--- src/rtl/bsg_fifo_word_serializer.sv ---
`default_nettype none
// ============================================================================
// Module      : bsg_fifo_word_serializer
// Description : Drain stage for a 1r1w FIFO. Pops full words and emits them
//               as narrower chunks on a valid/ready port with a last flag,
//               one chunk per cycle and no bubble between words.
// Revision    : 1.0  initial release
// ============================================================================
module bsg_fifo_word_serializer #(
    parameter int width_p     = 16,
    parameter int out_width_p = 4,
    parameter int msb_first_p = 0
) (
    input  logic                   clk_i,
    input  logic                   reset_n_i,
    input  logic                   v_i,
    input  logic [width_p-1:0]     data_i,
    output logic                   yumi_o,
    output logic                   v_o,
    output logic [out_width_p-1:0] data_o,
    output logic                   last_o,
    input  logic                   ready_i
);

    localparam int c_RATIO = width_p / out_width_p;
    localparam int c_CNT_W = (c_RATIO > 1) ? $clog2(c_RATIO) : 1;
    localparam logic [c_CNT_W-1:0] c_CNT_LAST = c_CNT_W'(c_RATIO - 1);

    localparam logic [0:0] c_ST_IDLE  = 1'b0;
    localparam logic [0:0] c_ST_SHIFT = 1'b1;

    // Word width must split into a whole number of chunks.
    if ((width_p % out_width_p) != 0) begin : g_bad_ratio
        $error("bsg_fifo_word_serializer: width_p must be a multiple of out_width_p");
    end

    logic [0:0]         state_q, state_d;
    logic [c_CNT_W-1:0] cnt_q,   cnt_d;
    logic [width_p-1:0] shift_q, shift_d;

    logic [width_p-1:0]     w_shifted;
    logic [out_width_p-1:0] w_chunk;
    logic                   w_last;
    logic                   w_handshake;

    // Chunk selection and shift direction depend on the emit order. With a
    // single chunk per word the shifted value is never used.
    if (c_RATIO == 1) begin : g_ratio1
        assign w_shifted = '0;
        assign w_chunk   = shift_q[out_width_p-1:0];
    end else if (msb_first_p != 0) begin : g_msb
        assign w_shifted = shift_q << out_width_p;
        assign w_chunk   = shift_q[width_p-1 -: out_width_p];
    end else begin : g_lsb
        assign w_shifted = shift_q >> out_width_p;
        assign w_chunk   = shift_q[out_width_p-1:0];
    end

    assign w_last      = (state_q == c_ST_SHIFT) && (cnt_q == c_CNT_LAST);
    assign w_handshake = (state_q == c_ST_SHIFT) && ready_i;

    // State, chunk counter and shift register; async clear drops any held word.
    always_ff @(posedge clk_i or negedge reset_n_i) begin
        if (!reset_n_i) begin
            state_q <= c_ST_IDLE;
            cnt_q   <= '0;
            shift_q <= '0;
        end else begin
            state_q <= state_d;
            cnt_q   <= cnt_d;
            shift_q <= shift_d;
        end
    end

    // Next state: load on pop, shift on mid-word handshake, reload or idle at word end.
    always_comb begin
        state_d = state_q;
        cnt_d   = cnt_q;
        shift_d = shift_q;
        case (state_q)
            c_ST_IDLE: begin
                if (v_i) begin
                    state_d = c_ST_SHIFT;
                    cnt_d   = '0;
                    shift_d = data_i;
                end
            end
            c_ST_SHIFT: begin
                if (w_handshake) begin
                    if (!w_last) begin
                        cnt_d   = cnt_q + c_CNT_W'(1);
                        shift_d = w_shifted;
                    end else if (v_i) begin
                        cnt_d   = '0;
                        shift_d = data_i;
                    end else begin
                        state_d = c_ST_IDLE;
                    end
                end
            end
            default: begin
                state_d = c_ST_IDLE;
            end
        endcase
    end

    // Outputs: chunk port decoded from registers; pop is the only path from ready_i.
    always_comb begin
        v_o    = (state_q == c_ST_SHIFT);
        last_o = w_last;
        data_o = w_chunk;
        // Gated by reset so the FIFO is never popped while this block is held clear.
        yumi_o = reset_n_i & v_i & ((state_q == c_ST_IDLE) | (w_handshake & w_last));
    end

endmodule
`default_nettype wire

--- config.mk ---
export PLATFORM = sky130hd
export DESIGN_NAME = bsg_fifo_word_serializer
export DESIGN_NICKNAME = d
export VERILOG_FILES = /design/src/rtl/bsg_fifo_word_serializer.sv
export SDC_FILE = /design/constraint.sdc
export NUM_CORES = 1
export LEC_CHECK = 0
export ABC_AREA = 0
export BUFFER_PORTS_ARGS = -buffer_cell sky130_fd_sc_hd__buf_4
export CORE_MARGIN = 4
export CORE_UTILIZATION = 45
export CTS_CLUSTER_SIZE = 28
export DETAILED_ROUTE_END_ITERATION = 6
export GPL_TIMING_DRIVEN = 1
export PLACE_DENSITY = 0.77
export SLEW_MARGIN = 15
export SYNTH_ARGS = -nofsm -noshare
export SYNTH_HDL_FRONTEND = slang
export SYNTH_SLANG_ARGS = --single-unit
--- constraint.sdc ---
create_clock -name clk_i -period 4.27 [get_ports clk_i]
set_input_delay 0.6405 -clock clk_i [delete_from_list [all_inputs] [get_ports clk_i]]
set_output_delay 0.6405 -clock clk_i [all_outputs]
set_load 0.01 [all_outputs]
==> reports/results.txt <==
Comb power frac: 0.430
CTS Buf Count: 3
Syn avg cell area: 10.11 sq um
GR Util met2: 0.2445
CTS Root Buffer Type: clkbuf_4
Final net count: 154
Clock Latency Late Sink: 290 ps
Setup TNS: 0 ps
Startpoint Class: flip-flop
Slew Limit Fails: 0
RR Startpoint: v_o
Fin Clk Skew: 1.986 ps
Ys flop type: dfrtp_1
Layout cells sized above 1: 0.3333
H-tree Lvls: 1
Mapped Nets: 137
Initial core utilization: 0.4732
Leakage dissipation: 0.5952 nW
YS warnings: 0
Pwr/cell area: 557.2 mW/mm^2
Largest net degree at the start of global routing: 24
Finished Core Util: 0.5348
Sw Share: 0.3792
Buffers on Ports: 26
Most common cell in the synthesized netlist: dfrtp_1
Overflow after GRT: 0
Initial antenna violation count: 0
Crit path DAT: 2140 ps
Critical Path Fanout Max: 23
Final worst-path setup slack: 1491 ps
Share of the synthesized area in the top cell type: 0.4055
GR peak layer: met2
Clock buffer depth: 2
Final wirelength: 2359 microns
Maximum clock rate: 359.8 MHz
RSZ-0062 raised after global routing: false
Met3 Use GR: 0.03268
First-pass GRT wire length: 4153 microns
Core box area: 0.002477 sq mm
Crit-path cells: a21boi_2 > and2_1 > buf_4
Setup CP Type: flip-flop to primary output
CP Capture Point: yumi_o
Post-synthesis sequential area ratio: 0.4055
TritonCTS clock tree: yes
DIE AREA: 0.003486 sq mm
Gpl congestion: 0.7137
Slew margin rel.: 0.3341
# IOs: 27
Vias per inst: 5.741
Die H: 59.04 microns
CP max-delay cell: dfrtp_1
Area contributors post-synth: dfrtp_1 (41%), a221oi_2 (17%), o22ai_1 (5.9%)
Synth Instances: 116
Vias in the first global route: 948
DR vias: 930
P_int: 458.4 uW
Worst hold path type: input port to async pin
Clock tree sinks: 19
Post-Layout Cell Count: 162
Met1 usage: 0.2036
Chip width: 59.04 microns
Min Tclk post-route: 2779 ps
Row cnt: 18
Layout area overhead: 13.02%
Fillers: 244
EDFF count, synth: 0
Clock slew at reported path FFs: 110 ps
Status: complete, no violations
Seq pwr share: 0.448
# resized after CTS: 0
Final Hold Fails: 0
CP Data Required Time: 3630 ps
# diodes: 0
Setup crit start: v_o
Post-route DRC: 0
Post-synth cell types: 23
Worst path max stage delay: 750 ps
Placement Setup Slack: 1758 ps
Slew @ Worst Pin: 998.8 ps
Fraction of registers with async set/reset: 1.000
Reg-to-reg slack, setup: 2260 ps
Finish-stage setup viols: 0
DRT Pass-1 Iters: 4
Post-DRT Antenna Nets: 0
Peak supply drop: 0.0003224 V
Clock share of power: 0.122
Post-synth top cells: dfrtp_1 (19), inv_1 (14), a221oi_2 (13)
Routed wire per std cell: 14.56 microns
Tcrit/Tclk final: 0.6508
Hold WS: 200.6 ps
Flops & latches, synth: 19
Post-Place Cells: 158
Synthesized cell area: 0.001172 sq mm
Post-CTS setup repair buffer count: 0
Cts hold-fix bufs: 0
MaxCap Viol Count: 0
Global Route Usage Sum: 0.1550
R2R cell count: 3
DR iter-0 viols: 25
DP HPWL: 1676 microns
CP Capture Type: primary output
Sw Pwr: 279.9 uW
Area leader, netlist: dfrtp_1
Reg2reg end: cnt_q[0]
==> metal layers <==
layer  share of wire  up-vias
li1                -      451
met1            0.44      448
met2            0.48       27
met3           0.065        4
met4           0.011        0
met5               0        -
==> registers in the layout, summed over array words and instances, names as in the netlist <==
register	flops
cnt_q	2
shift_q	16
v_o	1
==> how the worst min path moves through the flow <==
| stage | endpoint | slack [ps] | depth (start not counted) |
|---|---|---|---|
| 2_1_floorplan | cnt_q[0] | 340 | 0 |
| 3_3_place_gp | cnt_q[1] | 520 | 1 |
| 3_5_place_dp | cnt_q[1] | 520 | 1 |
| 4_1_cts | shift_q[3] | 200 | 1 |
| 5_1_grt | shift_q[4] | 200 | 1 |
| 6_report | v_o | 200 | 1 |
==> area by class of cell <==
class,count,area (sq um),share of cell area
sequential,19,475.5,0.3588
timing repair buffer,26,195.2,0.1473
multi-input combinational,69,538.0,0.4060
tap,30,37.54,0.02833
inverter,14,52.55,0.03966
clock buffer,4,26.28,0.01983
==> cells by family (layout without fill, tap and decap cells) <==
family          Yosys count  count (layout)  share of synthesized area
mux                       3               3                    0.02561
buf+inv                  28              44                     0.1355
simple gates             30              30                     0.1313
fa+ha+maj                 1               1                    0.01067
compound gates           35              35                     0.2914
flops                    19              19                     0.4056
==> worst max-delay path, delay by kind of cell (launching register included) <==
family	cells	cell delay, ps
and+or+nand+nor	1	220
AOI/OAI and AO/OA	1	750
DFF	1	750
buffers and inverters	1	110
==> power groups by stage <==
stage	clock network, mW	registers [mW]	logic, mW
3_5_place_dp	0	0.332	0.321
5_1_grt	0.0998	0.343	0.351
3_3_place_gp	0	0.329	0.308
6_report	0.0904	0.331	0.317
2_1_floorplan	0	0.305	0.288
4_1_cts	0.0934	0.330	0.320
==> stage by stage <==
step	instance area (sq um)	total power, mW
after floorplan	1172	0.5928
after global placement	1299	0.6367
after detailed placement	1299	0.6527
after CTS	1325	0.7432
after global routing	1325	0.7932
final	1325	0.7383
==> cell usage in the layout (no fill, tap or decap) <==
cell      count
ha_1          1
nor2_1        9
a21boi_2      1
nand2_1       2
o21ai_0       1
dfrtp_1      19
and2b_4       1
clkbuf_4      3
buf_4        26
clkbuf_1      1
nand2b_1      4
a221oi_2     13
or2b_1        1
a221oi_1      1
and2b_1       1
o22ai_1      11
nor3_1       10
a22o_1        2
mux2i_1       3
inv_1        14
a22oi_1       2
and2_1        2
o21ai_1       4
Power figures use the tool's default switching activity.
